## config.mk

```make
export PLATFORM = sky130hd
export DESIGN_NAME = pc_ctrl_flat
export DESIGN_NICKNAME = d
export VERILOG_FILES = /design/src/rtl/pc_ctrl_pkg.sv /design/src/rtl/pc_ctrl_if.sv /design/src/rtl/pc_ctrl_br_decide.sv /design/src/rtl/pc_ctrl.sv /design/src/flat_wrapper.sv
export SDC_FILE = /design/constraint.sdc
export NUM_CORES = 1
export LEC_CHECK = 0
export ABC_AREA = 1
export BUFFER_PORTS_ARGS = -buffer_cell sky130_fd_sc_hd__buf_2
export CORE_MARGIN = 1
export CORE_UTILIZATION = 50
export CTS_CLUSTER_SIZE = 40
export DETAILED_ROUTE_END_ITERATION = 8
export MAX_ROUTING_LAYER = met4
export PLACE_DENSITY = 0.8
export SKIP_LAST_GASP = 1
export SYNTH_ARGS = -nofsm -noshare
export SYNTH_HDL_FRONTEND = slang
export SYNTH_SLANG_ARGS = --single-unit
```

## constraint.sdc

```tcl
create_clock -name clk -period 4.05 [get_ports clk]
set_input_delay 0.2025 -clock clk [delete_from_list [all_inputs] [get_ports clk]]
set_output_delay 0.2025 -clock clk [all_outputs]
set_load 0.02 [all_outputs]
```

## src/rtl/pc_ctrl_pkg.sv

```systemverilog
// -----------------------------------------------------------------------------
// pc_ctrl_pkg
// Shared definitions for the branch-resolution / program-counter stage:
//   - state_t : PC controller state machine encoding (BOOT, RUN, TRAP)
//   - F3_*    : conditional-branch funct3 encodings
// -----------------------------------------------------------------------------
package pc_ctrl_pkg;

    typedef enum logic [1:0] {
        BOOT = 2'd0,
        RUN  = 2'd1,
        TRAP = 2'd2
    } state_t;

    localparam logic [2:0] F3_BEQ  = 3'b000;
    localparam logic [2:0] F3_BNE  = 3'b001;
    localparam logic [2:0] F3_BLT  = 3'b100;
    localparam logic [2:0] F3_BGE  = 3'b101;
    localparam logic [2:0] F3_BLTU = 3'b110;
    localparam logic [2:0] F3_BGEU = 3'b111;

endpackage

```

## src/rtl/pc_ctrl_if.sv

```systemverilog
// -----------------------------------------------------------------------------
// pc_ctrl_if
// Bundles the decode/comparator/fetch/trap signals around the PC controller.
//   master : the surrounding core (drives decode, comparator flags, handshakes)
//   slave  : pc_ctrl (drives PC, redirect decision, trap and statistics)
// Signals:
//   stall, fetch_ready, is_branch, is_jal, is_jalr, funct3, br_less, br_equal,
//   imm, rs1_data, trap_ack                       -> into pc_ctrl
//   br_unsigned, pc, pc_plus4, fetch_valid, taken, illegal_br, trap, trap_pc,
//   branch_cnt, taken_cnt                          <- out of pc_ctrl
// -----------------------------------------------------------------------------
interface pc_ctrl_if #(
    parameter int CNT_W = 32
);
    logic             stall;
    logic             fetch_ready;
    logic             is_branch;
    logic             is_jal;
    logic             is_jalr;
    logic [2:0]       funct3;
    logic             br_less;
    logic             br_equal;
    logic [31:0]      imm;
    logic [31:0]      rs1_data;
    logic             trap_ack;

    logic             br_unsigned;
    logic [31:0]      pc;
    logic [31:0]      pc_plus4;
    logic             fetch_valid;
    logic             taken;
    logic             illegal_br;
    logic             trap;
    logic [31:0]      trap_pc;
    logic [CNT_W-1:0] branch_cnt;
    logic [CNT_W-1:0] taken_cnt;

    modport master (
        output stall, fetch_ready, is_branch, is_jal, is_jalr, funct3,
               br_less, br_equal, imm, rs1_data, trap_ack,
        input  br_unsigned, pc, pc_plus4, fetch_valid, taken, illegal_br,
               trap, trap_pc, branch_cnt, taken_cnt
    );

    modport slave (
        input  stall, fetch_ready, is_branch, is_jal, is_jalr, funct3,
               br_less, br_equal, imm, rs1_data, trap_ack,
        output br_unsigned, pc, pc_plus4, fetch_valid, taken, illegal_br,
               trap, trap_pc, branch_cnt, taken_cnt
    );

endinterface

```

## src/rtl/pc_ctrl_br_decide.sv

```systemverilog
// -----------------------------------------------------------------------------
// br_decide
// Combinational branch-condition decoder.
// Ports:
//   is_branch  in   current instruction is a conditional branch
//   funct3     in   branch funct3
//   br_less    in   comparator less-than result
//   br_equal   in   comparator equality result
//   cond       out  branch condition satisfied
//   illegal_br out  conditional branch with a reserved funct3 (010/011)
// -----------------------------------------------------------------------------
module br_decide
    import pc_ctrl_pkg::*;
(
    input  logic       is_branch,
    input  logic [2:0] funct3,
    input  logic       br_less,
    input  logic       br_equal,
    output logic       cond,
    output logic       illegal_br
);

    always_comb begin
        cond       = 1'b0;
        illegal_br = 1'b0;
        case (funct3)
            F3_BEQ:           cond = br_equal;
            F3_BNE:           cond = !br_equal;
            F3_BLT, F3_BLTU:  cond = br_less;
            F3_BGE, F3_BGEU:  cond = !br_less;
            default:          illegal_br = is_branch;
        endcase
    end

endmodule

```

## src/rtl/pc_ctrl.sv

```systemverilog
// -----------------------------------------------------------------------------
// pc_ctrl
// Branch-resolution and program-counter stage. Resolves the redirect decision
// from the comparator flags and decode, computes the next PC, owns the PC
// register, a boot-delay state machine, a misaligned-target trap handshake and
// the conditional-branch statistics counters.
// Ports:
//   clk  in  clock, rising edge
//   rst  in  asynchronous active-high reset
//   bus  pc_ctrl_if.slave (see pc_ctrl_if for the signal list)
// -----------------------------------------------------------------------------
module pc_ctrl
    import pc_ctrl_pkg::*;
#(
    parameter logic [31:0] RESET_VECTOR = 32'h0000_0000,
    parameter logic [31:0] TRAP_VECTOR  = 32'h0000_0100,
    parameter int          BOOT_CYCLES  = 2,
    parameter int          CNT_W        = 32
)(
    input  logic     clk,
    input  logic     rst,
    pc_ctrl_if.slave bus
);

    localparam logic [3:0]       BOOT_LAST = 4'(BOOT_CYCLES - 1);
    localparam logic [CNT_W-1:0] CNT_ONE   = {{(CNT_W-1){1'b0}}, 1'b1};

    state_t           state;
    logic [3:0]       boot_cnt;
    logic [31:0]      pc_q;
    logic             fetch_valid_q;
    logic             trap_q;
    logic [31:0]      trap_pc_q;
    logic [CNT_W-1:0] branch_cnt_q;
    logic [CNT_W-1:0] taken_cnt_q;

    logic        cond;
    logic        illegal_br;
    logic        taken;
    logic [31:0] pc_plus4;
    logic [31:0] jalr_sum;
    logic [31:0] target;
    logic [31:0] next_pc;
    logic        misalign;
    logic        advance;
    logic        count_br;

    br_decide u_br_decide (
        .is_branch  (bus.is_branch),
        .funct3     (bus.funct3),
        .br_less    (bus.br_less),
        .br_equal   (bus.br_equal),
        .cond       (cond),
        .illegal_br (illegal_br)
    );

    // Redirect decision and target; all sums wrap modulo 2^32.
    assign pc_plus4 = pc_q + 32'd4;
    assign jalr_sum = bus.rs1_data + bus.imm;
    assign taken    = bus.is_jal | bus.is_jalr | (bus.is_branch & cond);

    always_comb begin
        if (bus.is_jalr)
            target = jalr_sum & ~32'd1;
        else
            target = pc_q + bus.imm;
    end

    assign next_pc  = taken ? target : pc_plus4;
    assign misalign = taken & target[1];
    assign advance  = !bus.stall & bus.fetch_ready;
    assign count_br = advance & bus.is_branch & !illegal_br & !misalign;

    // State machine, PC, trap capture and statistics counters.
    always_ff @(posedge clk or posedge rst) begin
        if (rst) begin
            state         <= BOOT;
            boot_cnt      <= 4'd0;
            pc_q          <= RESET_VECTOR;
            fetch_valid_q <= 1'b0;
            trap_q        <= 1'b0;
            trap_pc_q     <= 32'd0;
            branch_cnt_q  <= '0;
            taken_cnt_q   <= '0;
        end else begin
            case (state)
                BOOT: begin
                    boot_cnt <= boot_cnt + 4'd1;
                    if (boot_cnt == BOOT_LAST) begin
                        state         <= RUN;
                        fetch_valid_q <= 1'b1;
                    end
                end
                RUN: begin
                    if (advance) begin
                        if (misalign) begin
                            // Faulting instruction keeps its PC for the handler.
                            state         <= TRAP;
                            trap_q        <= 1'b1;
                            trap_pc_q     <= pc_q;
                            fetch_valid_q <= 1'b0;
                        end else begin
                            pc_q <= next_pc;
                        end
                    end
                    if (count_br) begin
                        branch_cnt_q <= branch_cnt_q + CNT_ONE;
                        if (cond)
                            taken_cnt_q <= taken_cnt_q + CNT_ONE;
                    end
                end
                TRAP: begin
                    if (bus.trap_ack) begin
                        state         <= RUN;
                        pc_q          <= TRAP_VECTOR;
                        trap_q        <= 1'b0;
                        fetch_valid_q <= 1'b1;
                    end
                end
                default: begin
                    state         <= BOOT;
                    boot_cnt      <= 4'd0;
                    fetch_valid_q <= 1'b0;
                end
            endcase
        end
    end

    assign bus.br_unsigned = bus.funct3[1];
    assign bus.pc          = pc_q;
    assign bus.pc_plus4    = pc_plus4;
    assign bus.fetch_valid = fetch_valid_q;
    assign bus.taken       = taken;
    assign bus.illegal_br  = illegal_br;
    assign bus.trap        = trap_q;
    assign bus.trap_pc     = trap_pc_q;
    assign bus.branch_cnt  = branch_cnt_q;
    assign bus.taken_cnt   = taken_cnt_q;

endmodule

```

## src/flat_wrapper.sv

```systemverilog
// flat-port wrapper written by rule: the top's interface ports become plain ports
module pc_ctrl_flat import pc_ctrl_pkg::*;
#(
    parameter logic [31:0] RESET_VECTOR = 32'h0000_0000,
    parameter logic [31:0] TRAP_VECTOR  = 32'h0000_0100,
    parameter int          BOOT_CYCLES  = 2,
    parameter int          CNT_W        = 32
)
  (clk, rst, bus_stall, bus_fetch_ready, bus_is_branch, bus_is_jal, bus_is_jalr, bus_funct3, bus_br_less, bus_br_equal, bus_imm, bus_rs1_data, bus_trap_ack, bus_br_unsigned, bus_pc, bus_pc_plus4, bus_fetch_valid, bus_taken, bus_illegal_br, bus_trap, bus_trap_pc, bus_branch_cnt, bus_taken_cnt);
  pc_ctrl_if #(.CNT_W(CNT_W)) bus_i ();
  input  logic clk;
  input  logic rst;
  input wire logic [$bits(bus_i.stall)-1:0] bus_stall;
  input wire logic [$bits(bus_i.fetch_ready)-1:0] bus_fetch_ready;
  input wire logic [$bits(bus_i.is_branch)-1:0] bus_is_branch;
  input wire logic [$bits(bus_i.is_jal)-1:0] bus_is_jal;
  input wire logic [$bits(bus_i.is_jalr)-1:0] bus_is_jalr;
  input wire logic [$bits(bus_i.funct3)-1:0] bus_funct3;
  input wire logic [$bits(bus_i.br_less)-1:0] bus_br_less;
  input wire logic [$bits(bus_i.br_equal)-1:0] bus_br_equal;
  input wire logic [$bits(bus_i.imm)-1:0] bus_imm;
  input wire logic [$bits(bus_i.rs1_data)-1:0] bus_rs1_data;
  input wire logic [$bits(bus_i.trap_ack)-1:0] bus_trap_ack;
  output wire logic [$bits(bus_i.br_unsigned)-1:0] bus_br_unsigned;
  output wire logic [$bits(bus_i.pc)-1:0] bus_pc;
  output wire logic [$bits(bus_i.pc_plus4)-1:0] bus_pc_plus4;
  output wire logic [$bits(bus_i.fetch_valid)-1:0] bus_fetch_valid;
  output wire logic [$bits(bus_i.taken)-1:0] bus_taken;
  output wire logic [$bits(bus_i.illegal_br)-1:0] bus_illegal_br;
  output wire logic [$bits(bus_i.trap)-1:0] bus_trap;
  output wire logic [$bits(bus_i.trap_pc)-1:0] bus_trap_pc;
  output wire logic [$bits(bus_i.branch_cnt)-1:0] bus_branch_cnt;
  output wire logic [$bits(bus_i.taken_cnt)-1:0] bus_taken_cnt;
  assign bus_i.stall = bus_stall;
  assign bus_i.fetch_ready = bus_fetch_ready;
  assign bus_i.is_branch = bus_is_branch;
  assign bus_i.is_jal = bus_is_jal;
  assign bus_i.is_jalr = bus_is_jalr;
  assign bus_i.funct3 = bus_funct3;
  assign bus_i.br_less = bus_br_less;
  assign bus_i.br_equal = bus_br_equal;
  assign bus_i.imm = bus_imm;
  assign bus_i.rs1_data = bus_rs1_data;
  assign bus_i.trap_ack = bus_trap_ack;
  assign bus_br_unsigned = bus_i.br_unsigned;
  assign bus_pc = bus_i.pc;
  assign bus_pc_plus4 = bus_i.pc_plus4;
  assign bus_fetch_valid = bus_i.fetch_valid;
  assign bus_taken = bus_i.taken;
  assign bus_illegal_br = bus_i.illegal_br;
  assign bus_trap = bus_i.trap;
  assign bus_trap_pc = bus_i.trap_pc;
  assign bus_branch_cnt = bus_i.branch_cnt;
  assign bus_taken_cnt = bus_i.taken_cnt;
  pc_ctrl #(.RESET_VECTOR(RESET_VECTOR), .TRAP_VECTOR(TRAP_VECTOR), .BOOT_CYCLES(BOOT_CYCLES), .CNT_W(CNT_W)) u_core (.clk(clk), .rst(rst), .bus(bus_i));
endmodule
```

Word-level counts from Yosys, hierarchy flattened
Index checks and enable logic that the tools add are counted.
{"block": "classes", "addsub": 6, "eq_ne": 13, "n_mux": 23, "bitwise_logic": 8, "n_reduce_logical": 18}
{"operator": "two-way mux 32 bit", "n": 5}
{"operator": "adder 32 x 1 -> 32 bit, second input constant", "n": 2}
{"operator": "adder 32 bit", "n": 2}
{"operator": "case mux 32 bit (2 select lines)", "n": 1}
{"operator": "adder 32 x 3 -> 32 bit, second input constant", "n": 1}
{"operator": "equality test 3 bit, second input constant", "n": 4}
{"operator": "AND reduction 4 bit", "n": 3}
{"operator": "two-way mux 1 bit", "n": 8}
{"operator": "two-way mux 2 bit", "n": 4}
{"operator": "case mux 4 bit (2 select lines)", "n": 1}
{"operator": "AND 1 bit", "n": 6}
{"operator": "!= test 2 x 1 -> 1 bit, second input constant", "n": 3}
{"operator": "case mux 2 bit (3 select lines)", "n": 1}
{"operator": "AND reduction 3 bit", "n": 2}
{"operator": "OR reduction 2 bit", "n": 3}
{"operator": "OR reduction 6 bit", "n": 1}
{"operator": "zero test 1 bit", "n": 5}
{"operator": "adder 4 x 1 -> 4 bit, second input constant", "n": 1}
{"operator": "equality test 4 x 1 -> 1 bit, second input constant", "n": 1}
{"operator": "!= test 2 bit, second input constant", "n": 2}
{"operator": "case mux 1 bit (4 select lines)", "n": 1}
{"operator": "equality test 3 x 1 -> 1 bit, second input constant", "n": 1}
{"operator": "zero test 3 bit", "n": 1}
{"operator": "case mux 1 bit (3 select lines)", "n": 1}
{"operator": "7 further kinds", "n": 8}
{"block": "totals", "ff_bits": 136, "in_bits": 77, "word_cells": 76}

Depth between registers and ports, before layout
Gate-level depths: netlist (run 1).
{"block": "logic_depth", "ltp_word": 9, "mapped_depth": 17}

Cells and area by module
A second synthesis (run 1) with hierarchy kept.
{"block": "unflattened", "cells_unflattened": 2041, "area_unflattened_um2": 12424.4}
{"module": "pc_ctrl", "n_inst": 1, "cells_per_inst": 2026, "area_each_um2": 12361.9, "seq_area_each_um2": 3378.2}
{"module": "br_decide", "n_inst": 1, "cells_per_inst": 15, "area_each_um2": 62.6, "seq_area_each_um2": 0.0}

Least setup slack after synthesis (run 1)
No wires, ideal clock.
{"block": "synth_path", "path_type": "reg2reg", "start": "register u_core.pc_q[0] (netlist: u_core.bus.pc[0])", "end": "register u_core.pc_q[6] (netlist: u_core.bus.pc[6])", "arrival_time_ps": 2073, "required_ps": 3921, "setup_slack_ps": 1848, "path_stages_with_launch": 13, "path_cell_list": "dfrtp_1 -> ha_1 -> inv_1 -> fa_1 -> mux2i_1 -> nand2_4 -> inv_4 -> nand2_1 -> nand2_2 -> nor2_4 -> buf_2 -> o21ai_0 -> o21ai_0"}
{"block": "synth_via", "elab_chain_cells": 6, "elab_cells_between_ends": 10, "cone_classes": "add/sub (2); eq/ne (1); mux (5); bitwise (1); reduce/logical (1)"}
{"item": "start, declared", "line_no": "pc_ctrl.sv:30", "text": "logic [31:0] pc_q;"}
{"item": "start signal, assigned", "line_no": "pc_ctrl.sv:103", "text": "pc_q <= next_pc;"}
{"item": "adder 32 bit", "line_no": "pc_ctrl.sv:66", "text": "target = pc_q + bus.imm;"}
{"item": "two-way mux 32 bit", "line_no": "pc_ctrl.sv:63", "text": "if (bus.is_jalr)"}
{"item": "two-way mux 32 bit", "line_no": "pc_ctrl.sv:69", "text": "assign next_pc = taken ? target : pc_plus4;"}
{"item": "two-way mux 32 bit", "line_no": "pc_ctrl.sv:96", "text": "if (misalign) begin"}
{"item": "two-way mux 32 bit", "line_no": "pc_ctrl.sv:95", "text": "if (advance) begin"}
{"item": "case mux 32 bit (2 select lines)", "line_no": "pc_ctrl.sv:86", "text": "case (state)"}
Several ways; a longest one is shown, not always the timed one. The select of a mux whose other input is x is not followed.
A chain may end at the register's enable or synchronous reset.

Worst setup path after layout (run 1)
{"block": "layout_path", "start": "register u_core.pc_q[0] (netlist: u_core.bus.pc[0])", "end": "register u_core.pc_q[11] (netlist: u_core.bus.pc[11])"}
Same word-level chain as after synthesis.

==> results.md, run 1 <==
* EDFF count, synth at 0
* NumNets Final at 2525
* R2R depth at 9
* Min Tclk post-route at 2.95 ns
* Max-cap violations at 0
* Startpoint Class: flop
* Reg2Reg Launch Point: u_core.bus.pc[0]$_DFFE_PP0P_
* Cts hold-fix bufs at 0
* Fin area at 14900 um^2
* Synth Net Count at 2297
* Initial antenna violation count at 0
* Slew HR at 32.0%
* Grt ovf at 0
* Final hold vios at 0
* Syn. warnings at 0
* Clock-pin slew on the worst setup and hold paths at 0.07 ns
* Vias at 14200
* Footprint of the multi-input gates at 7970 um^2
* DRT iter0 DRCs at 1383
* Crit Path Category: reg2reg
* CTS resizes at 0
* Pleak at 8.98 nW
* Min-delay worst type: in2async
* Die Area at 26500 um^2
* Total track usage at 32.4%
* Core Footprint at 25300 um^2
* # setup viols final at 0
* First-pass GRT wire length at 65500 um
* Synth cell types at 48
* Fill count at 2525
* Pin count of the biggest net entering global routing at 113
* Fin crit share at 72.9%
* WL final at 41000 um
* Yosys reg bits at 135
* Commonest non-fill, non-tap cells in the layout: nand2_1 (863), inv_1 (346), buf_2 (241), nor2_1 (198), dfrtp_1 (135)
* Deepest clock path buffer count at 2
* Syn avg cell area at 6.01 um^2
* Top_reg_cell synth: dfrtp_1
* DRC Markers at 0
* Post-DP Area at 14300 um^2
* CTS tree: done
* CTS Buf Count at 17
* Worst EP required at 4.40 ns
* Die X at 163 um
* Setup Fix Bufs, Post-CTS at 0
* Final Wtd Congestion at 1.01
* R2r setup slk at 1.10 ns
* Rows at 58
* Register area share after synthesis at 26.2%
* Setup_tns at 0 ns
* Ports at 242
* Htree depth at 4
* 1st-pass router iterations at 6
* Die H at 163 um
* Mapped cell area at 12900 um^2
* Worst clock skew at 0.0124 ns
* Outcome: complete, no violations
* Num Clock Sinks at 135
* Max Slew Vio Count at 0
* Crit-path max FO at 21
* Commonest non-fill, non-tap cell in the layout: nand2_1
* Reg-to-Reg End: u_core.bus.pc[11]$_DFFE_PP0P_
* Via/cell ratio at 5.22
* Cells after Synth at 2149
* Synth async-reset ratio at 100%
* Post-DRT Antenna Nets at 0
* Share of layout cells above drive strength 1 at 13.3%
* WL/cell at 15.1 um
* Worst VDD drop at 0.290 mV
* Root buffer cell: clkbuf_16
* Insertion delay to the later sink of the worst-skew pair at 0.43 ns
* PwrDens at 498 nW/um^2
* Fmax at 339 MHz
* Worst slew pin tran at 1.02 ns
* Area Growth Syn to Fin at 15.8%
* Number of global-route vias before repair at 13300
* HPWL after DPL at 33300 um
* FF+latch area at 3380 um^2
* Initial Util at 51.1%
* I/O Buffers at 241
* N_diodes at 0
* RSZ-0062 raised after global routing: false
* CP arrival at 3.30 ns
* Crit. End Element: flop
==> state kept, by name (all words and copies together), names as in the netlist <==
signal,flops
u_core.bus.branch_cnt,32
u_core.state,2
u_core.bus.pc,32
u_core.bus.trap,1
u_core.bus.trap_pc,32
u_core.bus.taken_cnt,32
u_core.boot_cnt,4
==> metal layers <==
| metal | global-route usage, % | vias up | routed length (um) |
|---|---|---|---|
| met5 | - | - | 0 |
| met4 | 13.4 | 0 | 1580 |
| met3 | 3.57 | 115 | 2490 |
| met2 | 53.4 | 548 | 19100 |
| met1 | 40.3 | 6433 | 17900 |
| li1 | - | 7096 | - |
==> cell usage after synthesis (2+ instances only) <==
library cell / instances / area [um^2]
nand2_1: 863 / 3240
inv_1: 347 / 1300
nor2_1: 198 / 743
dfrtp_1: 135 / 3380
nand3_1: 122 / 611
o21ai_0: 81 / 405
ha_1: 69 / 863
a21oi_1: 66 / 330
xor2_1: 49 / 429
nand4_1: 31 / 194
xnor2_1: 30 / 263
nor3_1: 28 / 140
nand3b_1: 12 / 90.1
clkbuf_1: 11 / 41.3
nor4_1: 11 / 68.8
buf_4: 8 / 60.1
or2_2: 8 / 50.1
o21ai_1: 7 / 35.0
buf_2: 6 / 30.0
nand2_4: 6 / 67.6
o21bai_1: 6 / 45.0
buf_6: 5 / 56.3
nor2_2: 5 / 31.3
nand2_2: 4 / 25.0
o22ai_1: 4 / 25.0
and3_1: 3 / 18.8
buf_1: 3 / 11.3
inv_2: 3 / 11.3
nor2_4: 3 / 33.8
clkbuf_8: 2 / 27.5
fa_1: 2 / 40.0
inv_4: 2 / 12.5
nand3_2: 2 / 20.0
nor3_4: 2 / 32.5
xor2_2: 2 / 32.5
==> power by group <==
part / switching, mW / leakage (nW) / total (mW) / internal (mW)
combinational: 2.60 / 6.86 / 3.81 / 1.20
sequential: 0.384 / 1.81 / 2.02 / 1.63
clock: 0.628 / 0.301 / 1.62 / 0.990
total: 3.62 / 8.98 / 7.44 / 3.82
==> cell families (layout without fill, tap and decap cells) <==
kind of cell	count (synthesis)	after routing	share of synthesized area (%)
AO/OA/AOI/OAI	169	169	6.83
XOR/XNOR	81	81	5.61
adder cells (fa/ha/maj)	71	71	7.00
buffers and inverters	388	629	12.1
flip-flops	135	135	26.2
multiplexers	1	1	0.0776
AND/OR/NAND/NOR	1304	1304	42.2
==> worst max path at each step <==
stage                     slack, ns                              to  depth (start not counted)                          from
final                          1.10   u_core.bus.pc[11]$_DFFE_PP0P_                          9  u_core.bus.pc[0]$_DFFE_PP0P_
after global routing           0.83   u_core.bus.pc[11]$_DFFE_PP0P_                          9  u_core.bus.pc[0]$_DFFE_PP0P_
after CTS                      1.09   u_core.bus.pc[11]$_DFFE_PP0P_                          9  u_core.bus.pc[0]$_DFFE_PP0P_
after detailed placement       1.10   u_core.bus.pc[11]$_DFFE_PP0P_                          9  u_core.bus.pc[0]$_DFFE_PP0P_
after global placement         1.28   u_core.bus.pc[11]$_DFFE_PP0P_                          9  u_core.bus.pc[0]$_DFFE_PP0P_
after floorplan                0.24  u_core.boot_cnt[0]$_DFFE_PP0N_                          1                           rst
==> cell type report <==
| type | count | share of cell area (%) |
|---|---|---|
| timing repair buffer | 244 | 8.23 |
| multi-input combinational | 1626 | 53.4 |
| clock inverter | 14 | 1.16 |
| tap | 330 | 2.76 |
| sequential | 135 | 22.6 |
| inverter | 353 | 8.94 |
| clock buffer | 18 | 2.94 |
==> worst max-delay path: stages, from the launching register on <==
cell and delay (ns):
dfrtp_1 0.41, ha_1 0.23, inv_1 0.08, fa_1 0.48, mux2i_1 0.11, nand2_4 0.16, nand4_1 0.70, inv_1 0.34
o21ai_0 0.16, o21ai_0 0.19
==> stage by stage <==
stage / hold slack, ns / worst slack [ns] / total power, mW / std cells / util [%]
2_1_floorplan: 0.481 / 0.236 / 4.61 / 2149 / -
3_3_place_gp: 0.462 / 1.28 / 5.68 / 2688 / 56.7
3_5_place_dp: 0.468 / 1.10 / 5.78 / 2688 / 56.7
4_1_cts: 0.0699 / 1.09 / 7.40 / 2720 / 59.2
5_1_grt: 0.119 / 0.831 / 7.97 / 2720 / 59.2
6_report: 0.0116 / 1.10 / 7.44 / 2720 / 59.2
(Power assumes the default switching activity.)
==> run 2, diff against run 1 <==
Clock period 4.05 ns to 2.6 ns, I/O delays scaled along.
==> run 2 against run 1 <==
- clock skew is 0.0069 ns higher
- die area unchanged
- flip-flop and latch count is the same
- wire length rose by 0.93%
- power increased by 60%
- hold slack improved by 0.17 ns
- clock power rose by 67%
- core utilization up 1.1 points
- count of clock-buffer cells in the layout did not move
- register-to-register slack got worse by 0.88 ns
==> results.md, run 2 (synthesis gave the netlist of run 1 again) <==
* Max Slew Vio Count at 0 (unchanged)
* Max-cap violations at 0 (unchanged)
* Pin count of the biggest net entering global routing at 136 (+20%)
* 1st-pass router iterations at 8 (+2)
* RSZ-0062 raised after global routing: true
* Worst clock skew at 0.0193 ns (+0.00695 ns)
* Total track usage at 32.4% (about the same)
* Final hold vios at 0 (unchanged)
* Final non-filler cell total at 2740 (+0.74%)
* Worst slew pin tran at 0.704 ns (-0.314 ns)
* Die Area at 26500 um^2 (unchanged)
* Power Total at 11.9 mW (+60%)
* Die X at 163 um (unchanged)
* CP Buf/Inv Count at 4 (+2)
* Slew HR at 53.1% (+21 points)
* First-pass GRT wire length at 65700 um (+0.29%)
* Setup_tns at 0 ns (unchanged)
* Worst path slowest cell: dfrtp_1
* Worst VDD drop at 0.481 mV (+66%)
* Ports at 242 (unchanged)
* CP top delay family: simple AND/OR/NAND/NOR gates
* Final Wtd Congestion at 1.03 (+1.8%)
* Place WS at 0.196 ns (-0.907 ns)
* CP arrival at 2.43 ns (-0.87 ns)
* WL final at 41400 um (+0.93%)
* CTS tree: done
* Crit Path Category: reg2out
* Clock-pin slew on the worst setup and hold paths at 0.07 ns (about the same)
* NumNets Final at 2545 (+0.79%)
* Grt ovf at 0 (unchanged)
* Fmax at 390 MHz
* Most used cell, CP: nand2_1
* Post-DRT Antenna Nets at 0 (unchanged)
* Setup ws final at 0.0384 ns (-1.06 ns)
* Min Tclk post-route at 2.56 ns
* Final hold slack at 0.182 ns (+0.171 ns)
* PwrDens at 785 nW/um^2 (+58%)
* I/O Buffers at 241 (unchanged)
* Post-DP Area at 14500 um^2 (+1.1%)
* Commonest non-fill, non-tap cells in the layout: nand2_1 (863), inv_1 (345), buf_2 (238), nor2_1 (194), dfrtp_1 (134)
* Rows at 58 (unchanged)
* DRT iter0 DRCs at 1771 (+28%)
* Core Footprint at 25300 um^2 (unchanged)
* CTS Buf Count at 17 (unchanged)
* Fin crit share at 98.5%
* Initial Util at 51.1% (unchanged)
* Root buffer cell: clkbuf_16
* DRC Markers at 0 (unchanged)
* WL/cell at 15.1 um (+0.19%)
* N_diodes at 0 (unchanged)
* Num Clock Sinks at 135 (unchanged)
* Outcome: complete, no violations
* Share of layout cells above drive strength 1 at 14.4% (+1.1 points)
* Insertion delay to the later sink of the worst-skew pair at 0.44 ns (about the same)
* Vias at 14500 (+2.3%)
* CP peak stage delay at 0.39 ns (-0.31 ns)
* Die H at 163 um (unchanged)
* Critical path, cell by cell: buf_4, ha_1, nand2_1, nor2_2, nand2_1, inv_2, nand2_1, inv_1, nand4_1, xor2_1, buf_4
* Deepest clock path buffer count at 2 (unchanged)
* Via/cell ratio at 5.30 (+1.6%)
* Fin area at 15200 um^2 (+1.8%)
* # setup viols final at 0 (unchanged)
* Htree depth at 4 (unchanged)
* Crit-path max FO at 4 (-81%)
* Crit. End Element: output pin
* Initial antenna violation count at 0 (unchanged)
* Pleak at 9.10 nW (+1.4%)
* Area Growth Syn to Fin at 17.8%
* Worst EP required at 2.47 ns (-1.93 ns)
* Commonest non-fill, non-tap cell in the layout: nand2_1
* Placed cells at 2705 (+0.63%)
* HPWL after DPL at 33400 um (+0.16%)
* Final Core Density at 60.2% (+1.1 points)
* Startpoint Class: flop
* Number of global-route vias before repair at 13200 (-0.56%)
* Min-delay worst type: in2reg
-- run 2: cell types whose count changed in the layout (fill, tap and decap cells not counted), moves of 2 or more --
cell        delta
nor2_2         +4
bufinv_16      +2
clkinvlp_4     +2
buf_2          -3
buf_4         +19
nor2_1         -4
buf_12         +3
clkinv_2       -2
-- run 2: worst min-delay path: stages --
cell and delay, ns:
buf_2 0.10, ha_2 0.14, nand3_1 0.07, a21oi_1 0.14
-- run 2: cell type report --
class                   instances  area, um^2
fillers                      2503       10000
multi-input cells            1626        8000
flip-flops and latches        135        3380
repair buffers                264        1430
inverters                     353        1330
clock buffers                  18         429
well taps                     330         413
clock inverters                14         223
-- run 2: final timing paths --
path	from	endpoint	slack, ns	cells after the start
hold / removal	bus_imm[0]	u_core.bus.pc[0]$_DFFE_PP0P_	0.18	4
setup / recovery	u_core.bus.pc[2]$_DFFE_PP0P_	bus_pc_plus4[28]	0.04	11
max in group asynchronous	rst	u_core.bus.branch_cnt[20]$_DFFE_PP0P_	1.62	4
min in group asynchronous	rst	u_core.bus.branch_cnt[9]$_DFFE_PP0P_	0.48	4
hold reg to reg	u_core.bus.trap_pc[20]$_DFFE_PP0P_	u_core.bus.trap_pc[20]$_DFFE_PP0P_	0.48	2
setup reg to reg	u_core.bus.pc[0]$_DFFE_PP0P_	u_core.bus.pc[10]$_DFFE_PP0P_	0.22	12
-- run 2: timing repair --
item | CTS | global route
pin swaps | 0 | 2
hold endpoints to repair | 135 | 0
setup endpoints to repair | 3 | 9
hold buffers | 1 | 0
buffers inserted | 0 | 2
gates resized for setup | 2 | 12
-- run 2: power by group --
part | internal [mW] | total (mW) | switching, mW
Sequential | 2.54 | 3.04 | 0.495
Combinational | 2.00 | 6.20 | 4.20
Clock | 1.71 | 2.70 | 0.987
-- run 2: per-layer routing --
metal	global-route usage (%)	share of wire (%)	vias up
li1	-	-	7133
met1	41.5	42	6632
met2	52.8	47	646
met3	2.75	7.0	113
met4	13.0	3.5	0
met5	-	0	-
